## config.mk

```make
export PLATFORM = sky130hd
export DESIGN_NAME = restador_serial_flat
export DESIGN_NICKNAME = d
export VERILOG_FILES = /design/src/rtl/restador_serial_if.sv /design/src/rtl/restador_serial.sv /design/src/flat_wrapper.sv
export SDC_FILE = /design/constraint.sdc
export NUM_CORES = 1
export LEC_CHECK = 0
export CAP_MARGIN = 40
export CELL_PAD_IN_SITES_DETAIL_PLACEMENT = 1
export CELL_PAD_IN_SITES_GLOBAL_PLACEMENT = 1
export CORE_MARGIN = 4
export CORE_UTILIZATION = 36
export DETAILED_ROUTE_END_ITERATION = 6
export PLACE_DENSITY = 0.78
export SYNTH_ARGS = -nofsm -noshare
export SYNTH_HDL_FRONTEND = slang
export SYNTH_SLANG_ARGS = --single-unit
```

## constraint.sdc

```tcl
create_clock -name clk -period 1.5 [get_ports clk]
set_input_delay 0.375 -clock clk [delete_from_list [all_inputs] [get_ports clk]]
set_output_delay 0.375 -clock clk [all_outputs]
set_load 0.02 [all_outputs]
```

## src/rtl/restador_serial_if.sv

```systemverilog
// Handshake and operand/result bundle for the bit-serial subtractor.
// The master side issues start with the operands. The slave side returns
// the status, the difference and the flags.
interface restador_serial_if #(
  parameter int WIDTH = 4
) ();
  logic             start;
  logic [WIDTH-1:0] A;
  logic [WIDTH-1:0] B;
  logic             Bin;
  logic             busy;
  logic             done;
  logic [WIDTH-1:0] D;
  logic             borrow_out;
  logic             overflow;
  logic             zero;

  modport master (
    output start, A, B, Bin,
    input  busy, done, D, borrow_out, overflow, zero
  );

  modport slave (
    input  start, A, B, Bin,
    output busy, done, D, borrow_out, overflow, zero
  );
endinterface

```

## src/rtl/restador_serial.sv

```systemverilog
// Bit-serial subtractor that computes D = A - B - Bin, LSB first, one bit per clock.
// The datapath is one full-subtractor cell fed from two operand shift registers.
// The result register fills from the MSB side, so D is LSB-aligned once the
// last bit is in. D and all flags hold until the next operation completes.
module restador_serial #(
  parameter int WIDTH = 4
) (
  input logic             clk,
  input logic             rst_n,
  restador_serial_if.slave bus
);

  localparam int CNT_W = $clog2(WIDTH);

  typedef enum logic [1:0] {IDLE, RUN, FIN} state_t;

  state_t           state, state_next;
  logic [WIDTH-1:0] a_sh, b_sh;
  logic [WIDTH-2:0] res_sh;
  logic             br;
  logic [CNT_W-1:0] idx;
  logic             a_msb, b_msb;
  logic             d_bit, br_next;
  logic             last_bit;
  logic [WIDTH-1:0] d_final;
  logic [WIDTH-1:0] d_reg;
  logic             borrow_reg, ovf_reg, zero_reg;

  // One full-subtractor cell: returns {borrow_next, difference}.
  function automatic logic [1:0] full_sub(input logic a, input logic b, input logic bi);
    return {(~a & b) | (~(a ^ b) & bi), a ^ b ^ bi};
  endfunction

  assign {br_next, d_bit} = full_sub(a_sh[0], b_sh[0], br);
  assign last_bit         = (idx == CNT_W'(WIDTH - 1));
  // Full result as it stands after the current bit has been shifted in.
  assign d_final          = {d_bit, res_sh};

  // State register.
  always_ff @(posedge clk or negedge rst_n) begin
    if (!rst_n) state <= IDLE;
    else        state <= state_next;
  end

  // Next-state logic; busy and done are decoded from the registered state.
  always_comb begin
    state_next = state;
    bus.busy   = 1'b0;
    bus.done   = 1'b0;
    case (state)
      IDLE: if (bus.start) state_next = RUN;
      RUN: begin
        bus.busy = 1'b1;
        if (last_bit) state_next = FIN;
      end
      FIN: begin
        bus.done   = 1'b1;
        state_next = IDLE;
      end
      default: state_next = IDLE;
    endcase
  end

  // Operand capture, the serial bit step and the result/flag update on the last bit.
  always_ff @(posedge clk or negedge rst_n) begin
    if (!rst_n) begin
      a_sh       <= '0;
      b_sh       <= '0;
      res_sh     <= '0;
      br         <= 1'b0;
      idx        <= '0;
      a_msb      <= 1'b0;
      b_msb      <= 1'b0;
      d_reg      <= '0;
      borrow_reg <= 1'b0;
      ovf_reg    <= 1'b0;
      zero_reg   <= 1'b0;
    end else begin
      case (state)
        IDLE: begin
          if (bus.start) begin
            a_sh  <= bus.A;
            b_sh  <= bus.B;
            br    <= bus.Bin;
            idx   <= '0;
            // The sign bits are kept aside because the shift registers lose them.
            a_msb <= bus.A[WIDTH-1];
            b_msb <= bus.B[WIDTH-1];
          end
        end
        RUN: begin
          a_sh   <= a_sh >> 1;
          b_sh   <= b_sh >> 1;
          br     <= br_next;
          res_sh <= d_final[WIDTH-1:1];
          idx    <= idx + 1'b1;
          if (last_bit) begin
            d_reg      <= d_final;
            borrow_reg <= br_next;
            zero_reg   <= (d_final == '0);
            ovf_reg    <= (a_msb != b_msb) && (d_final[WIDTH-1] != a_msb);
          end
        end
        default: ;
      endcase
    end
  end

  assign bus.D          = d_reg;
  assign bus.borrow_out = borrow_reg;
  assign bus.overflow   = ovf_reg;
  assign bus.zero       = zero_reg;

endmodule

```

## src/flat_wrapper.sv

```systemverilog
// flat-port wrapper written by rule: the top's interface ports become plain ports
module restador_serial_flat 
#(
  parameter int WIDTH = 4
)
  (clk, rst_n, bus_start, bus_A, bus_B, bus_Bin, bus_busy, bus_done, bus_D, bus_borrow_out, bus_overflow, bus_zero);
  restador_serial_if #(.WIDTH(WIDTH)) bus_i ();
  input logic clk;
  input logic rst_n;
  input wire logic [$bits(bus_i.start)-1:0] bus_start;
  input wire logic [$bits(bus_i.A)-1:0] bus_A;
  input wire logic [$bits(bus_i.B)-1:0] bus_B;
  input wire logic [$bits(bus_i.Bin)-1:0] bus_Bin;
  output wire logic [$bits(bus_i.busy)-1:0] bus_busy;
  output wire logic [$bits(bus_i.done)-1:0] bus_done;
  output wire logic [$bits(bus_i.D)-1:0] bus_D;
  output wire logic [$bits(bus_i.borrow_out)-1:0] bus_borrow_out;
  output wire logic [$bits(bus_i.overflow)-1:0] bus_overflow;
  output wire logic [$bits(bus_i.zero)-1:0] bus_zero;
  assign bus_i.start = bus_start;
  assign bus_i.A = bus_A;
  assign bus_i.B = bus_B;
  assign bus_i.Bin = bus_Bin;
  assign bus_busy = bus_i.busy;
  assign bus_done = bus_i.done;
  assign bus_D = bus_i.D;
  assign bus_borrow_out = bus_i.borrow_out;
  assign bus_overflow = bus_i.overflow;
  assign bus_zero = bus_i.zero;
  restador_serial #(.WIDTH(WIDTH)) u_core (.clk(clk), .rst_n(rst_n), .bus(bus_i));
endmodule
```

==> summary.md, run 1 <==
| Metric | Value |
|---|---|
| RSZ-0062 raised after global routing | yes |
| Post-DP HPWL | between 2 and 2.5 mm |
| Initial Util | a little under two fifths |
| Worst-skew pair later-pin latency | 0.31 ns |
| CP Capture Type | register |
| Drt total wl | around 2.9 mm |
| Max-slew headroom | 78.5% |
| Chip height | 64.9 um |
| Post-layout instance area | around 0.0016 mm^2 |
| Grt ovf | 0 |
| Area growth, synth to finish | 33.5% |
| Final Util | between 50 and 60% |
| Leakage power | roughly 0.74 nW |
| Inserted Diodes | 0 |
| Root Driver | clkbuf_4 |
| Final hold vios | 0 |
| Worst-path clk slew | roughly 0.13 ns |
| DP Area | between 0.001 and 0.0015 mm^2 |
| Endpoints failing setup | 1 |
| Initial drt markers | 17 |
| Syn nets | about 120 |
| Antenna violations before repair | 0 |
| FFs w/ async S/R, synth | 100% |
| Top_reg_cell synth | dfrtp_1 |
| CTS tree | built |
| Die area | approximately 0.0042 mm^2 |
| Critical path class | register to register |
| Vias in the first global route | 1063 |
| Ratio of cells with drive above 1 in the final layout | between 20% and 30% |
| Core area | between 0.003 and 0.004 mm^2 |
| Fin Clk Skew | roughly 0.004 ns |
| CTS Buf Count | 3 |
| Failing checks | negative setup slack |
| HP Class | primary input to asynchronous set/reset pin |
| Largest net degree at the start of global routing | 26 |
| H-tree levels | 1 |
| Rows | 20 |
| Pre-CTS setup slack | -0.136 ns |
| Drc violations | 0 |
| Area of the mapped netlist | between 0.001 and 0.0015 mm^2 |
| Chip Width | roughly 65 um |
| Commonest cells after routing, fill and taps aside | dfrtp_1 (25), buf_4 (19), nand2_1 (15), clkdlybuf4s50_1 (11), nor2b_1 (9) |
| Vias | a little over 900 |
| Final Wtd Congestion | approximately 0.76 |
| CTS Sinks | 25 |
| CTS Buffer Depth | 2 |
| Tcrit/Tclk final | 104% |
| CP Max Fanout | 4 |
| Mean routed wirelength per cell | 15.2 um |
| Outcome | finished with violations |
| PortBufs | 20 |
| Max IR drop VDD | between 0.001 and 0.0015 V |
| Overall Global Routing Usage | 15.5% |
| Worst Setup Slack, final | -0.0573 ns |
| Mapped Avg Cell Area | roughly 11 um^2 |
| Max Cap Viol | 0 |
| Io pins | 21 |
| Arrival time worst endpoint | 1.80 ns |
| Initial DRT Pass Iterations | 4 |
| First-pass GRT wire length | 5.11 mm |
| Seq/Total Area, Yosys | a little over half |
| Synth unique cells | 27 |
| Yosys warning count | 0 |
| F_max | 642 MHz |
| Fin nets | between 150 and 200 |
| Final Max Tran Viols | 0 |
| WP data required | approximately 1.8 ns |
| Final min period | 1.56 ns |
| Pwr Density | 2040 mW/mm^2 |
| Setup crit start kind | register |
| Commonest non-fill, non-tap cell in the layout | dfrtp_1 |
| Synthesized instance count | 108 |
| Seq cells post-synth | 25 |
| Tightest Pin Transition | roughly 0.32 ns |
| ANT nets after route | 0 |
| CTS Hold Buffers Added | 0 |
| Post-synth EDFFs | 0 |
| Routed vias/inst | between 4 and 5 |
layer usage:
layer	up-vias	part of all wire, %	wire, um	GRT usage, %
met5	-	0	0	0
li1	444	-	-	-
met1	468	45	1300	19.1
met3	0	3.8	108	3.12
met2	16	51	1450	28.5
met4	0	0	0	1.58
power by group:
part	total (mW)	internal [mW]	switching, mW	leakage (nW)
Clock	0.294	0.104	0.190	0.0150
Sequential	1.18	0.966	0.214	0.317
Combinational	1.70	0.890	0.810	0.407
Total	3.17	1.96	1.21	0.738
Yosys cell counts, types with 2 or more instances:
master	n	area, um^2
dfrtp_1	25	626
nor2_1	2	7.51
o21ai_0	5	25.0
mux2_4	5	75.1
a21oi_1	8	40.0
nor2b_1	9	56.3
o21ai_1	8	40.0
inv_1	4	15.0
nand2_1	15	56.3
a2bb2oi_1	3	26.3
clkbuf_1	3	11.3
a22oi_1	6	45.0
cells by family after synthesis:
group,after synthesis,share of synthesized area [%]
buf+inv,11,4.62
compound gates,32,16.6
fa+ha+maj,2,2.80
mux,7,8.28
flops,25,53.8
simple gates,31,14.0
through the flow:
| step | power, mW | std cells | setup TNS (ns) | hold slack (ns) |
|---|---|---|---|---|
| 2_1_floorplan | 2.12 | 108 | 0 | 0.0794 |
| 3_3_place_gp | 2.74 | 180 | -0.360 | 0.467 |
| 3_5_place_dp | 2.84 | 180 | -0.716 | 0.486 |
| 4_1_cts | 3.13 | 186 | -0.250 | 0.427 |
| 5_1_grt | 3.44 | 188 | -0.176 | 0.446 |
| 6_report | 3.17 | 188 | -0.0573 | 0.420 |
cell type report:
class | instances | area, um^2
inverter | 5 | 18.8
multi-input combinational | 72 | 503
clock buffer | 4 | 26.3
fill | 360 | 1520
sequential | 25 | 626
tap | 44 | 55.1
timing repair buffer | 38 | 325
critical path, cell delays in order (launching register included):
cell	delay, ns
dfrtp_1	0.42
inv_2	0.08
fa_2	0.45
or4_4	0.43
o21ai_2	0.12
worst paths after layout:
path,from,end,slack (ns),cells after the start
worst max-delay path,u_core.br,u_core.bus.zero,-0.06,4
worst min-delay path,rst_n,u_core.bus.D[0],0.42,2
worst max register to register,u_core.br,u_core.bus.zero,-0.06,4
worst min register to register,u_core.bus.overflow,u_core.bus.overflow,0.50,2
max in group asynchronous,rst_n,u_core.b_sh[1],0.84,2
min in group clk,u_core.bus.overflow,u_core.bus.overflow,0.50,2
what timing repair did:
action,CTS,global route
endpoints found under the setup margin,12,7
gates resized for setup,17,8
buffers inserted,2,4
pin swaps,2,2
Power figures use the tool's default switching activity.
==> run 2: changes to the inputs <==
--- a/config.mk
+++ b/config.mk
@@ -12,6 +12,7 @@
 export CORE_UTILIZATION = 36
 export DETAILED_ROUTE_END_ITERATION = 6
 export PLACE_DENSITY = 0.78
+export SKIP_LAST_GASP = 1
 export SYNTH_ARGS = -nofsm -noshare
 export SYNTH_HDL_FRONTEND = slang
 export SYNTH_SLANG_ARGS = --single-unit
==> run 2 against run 1 <==
Global-route usage stayed put. The run still ends with negative setup slack left. Combinational power is essentially flat. Setup slack improved by 0.0018 ns. Critical path type unchanged. Hold slack got worse by 0.0014 ns.
==> summary.md, run 2 (synthesis results as in run 1) <==
| Metric | Value |
|---|---|
| Outcome | finished with violations |
| Failing checks | negative setup slack |
| HP Class | primary input to asynchronous set/reset pin |
| Internal | 1.96 mW |
| Inserted Diodes | 0 |
| Worst Setup Slack, final | -0.0556 ns |
| Grt ovf | 0 |
| Core area | between 0.003 and 0.004 mm^2 |
| Initial drt markers | 14 |
| Die area | 0.00421 mm^2 |
| Vias in the first global route | between 1000 and 1500 |
| Total net switching power | 1.21 mW |
| Pre-CTS setup slack | -0.136 ns |
| PortBufs | 20 |
| Endpoints failing setup | 2 |
| Fin nets | 161 |
| Drt total wl | around 2.9 mm |
| Antenna violations before repair | 0 |
| ANT nets after route | 0 |
| First-pass GRT wire length | around 5.1 mm |
| Max IR drop VDD | between 0.001 and 0.0015 V |
| Critical path class | register to register |
| Overall Global Routing Usage | approximately 15% |
| Final hold vios | 0 |
| Rows | 20 |
| Largest net degree at the start of global routing | 26 |
| CTS Sinks | 25 |
| Max-slew headroom | slightly below 80% |
| Switching Share | approximately two fifths |
| CP Max Fanout | 4 |
| Final Wtd Congestion | about 0.76 |
| Share of power burned in the clock network | under 10% |
| Routed vias/inst | 4.87 |
| CP Capture Type | register |
| Worst-skew pair later-pin latency | 0.30 ns |
| Setup slack on the worst flop-to-flop path | -0.06 ns |
| Vias | between 900 and 1000 |
| Root Driver | clkbuf_4 |
| Flop pwr share | between 30 and 40% |
| WP data required | 1.74 ns |
| Io pins | 21 |
| Max Cap Viol | 0 |
| Leakage power | ~0.74 nW |
| F_max | roughly 640 MHz |
| Worst-path clk slew | ~0.13 ns |
| Drc violations | 0 |
| Tightest Pin Transition | approximately 0.32 ns |
| RSZ-0062 raised after global routing | yes |
| Fin Clk Skew | around 0.0034 ns |
| CTS Buf Count | 3 |
| Mean routed wirelength per cell | 15.0 um |
| Arrival time worst endpoint | 1.80 ns |
| Initial DRT Pass Iterations | 3 |
| Pwr Total | 3.17 mW |
| Ratio of cells with drive above 1 in the final layout | between 20% and 30% |
| CTS Buffer Depth | 2 |
| Commonest cells after routing, fill and taps aside | dfrtp_1 (25), buf_4 (19), nand2_1 (15), clkdlybuf4s50_1 (11), nor2b_1 (9) |
| Chip height | approximately 65 um |
| Final min period | 1.56 ns |
| Chip Width | roughly 65 um |
| H-tree levels | 1 |
| Combinational share of power | 53.7% |
| Commonest non-fill, non-tap cell in the layout | dfrtp_1 |
| Tcrit/Tclk final | 104% |
| Pwr Density | around 2000 mW/mm^2 |
| CTS tree | built |
| Setup crit start kind | register |
| Final Max Tran Viols | 0 |
| Initial Util | 37.8% |
| Post-DP HPWL | about 2.1 mm |
| Area growth, synth to finish | 34.0% |
==> run 2: cell count changes in the layout (fill, tap and decap cells not counted) <==
cell	delta
buf_2	+1
clkbuf_2	+1
nand2b_2	+1
nand2b_4	-1
==> run 2: critical path: stages (launching register included) <==
cell and delay (ns):
dfrtp_1 0.45, fa_2 0.50, or4_4 0.43, o21ai_2 0.12
==> run 2: cell type report <==
class / instances / area (um^2)
Fill cell: 360 / 1520
Sequential cell: 25 / 626
Multi-Input combinational cell: 72 / 498
Timing Repair Buffer: 40 / 335
Tap cell: 44 / 55.1
Clock buffer: 4 / 26.3
Inverter: 5 / 18.8
==> run 2: stage by stage <==
| stage | TNS (ns) | utilization [%] | instance area (um^2) | hold slack (ns) | instances |
|---|---|---|---|---|---|
| 5_1_grt | -0.248 | 50.7 | 1560 | 0.446 | 190 |
| 3_3_place_gp | -0.360 | 48.4 | 1490 | 0.467 | 180 |
| 6_report | -0.0701 | 50.7 | 1560 | 0.418 | 190 |
| 2_1_floorplan | 0 | - | 1160 | 0.0794 | 108 |
| 3_5_place_dp | -0.716 | 48.4 | 1490 | 0.486 | 180 |
| 4_1_cts | -0.326 | 49.5 | 1520 | 0.427 | 186 |
==> run 2: layer usage <==
layer  vias to the layer above  global-route usage [%]  part of all wire [%]
li1                        445                       -                     -
met1                       464                    19.1                    44
met2                        16                    28.5                    53
met3                         0                    3.12                   3.8
met4                         0                    1.58                     0
met5                         -                       0                     0
==> run 2: final timing paths <==
path                                      from                  end  cells past startpoint
min in group clk           u_core.bus.overflow  u_core.bus.overflow                      2
hold reg to reg            u_core.bus.overflow  u_core.bus.overflow                      2
setup / recovery                u_core.a_sh[0]      u_core.bus.zero                      3
setup reg to reg                u_core.a_sh[0]      u_core.bus.zero                      3
hold / removal                           rst_n      u_core.bus.D[0]                      2
max in group asynchronous                rst_n      u_core.bus.zero                      2
==> run 2: power by group through the flow <==
stage / registers (mW) / clock network [mW] / logic [mW]
floorplan: 1.24 / 0 / 0.883
finish: 1.18 / 0.290 / 1.70
global route: 1.22 / 0.348 / 1.88
CTS: 1.17 / 0.305 / 1.64
global placement: 1.16 / 0 / 1.57
detailed placement: 1.19 / 0 / 1.64
==> run 2: timing repair <==
item                       4_1_cts  5_1_grt
gates resized for setup         14        7
buffers inserted                 2        4
pin swaps                        2        1
setup endpoints to repair       12        7
cloned                           0        0
hold buffers                     0        0
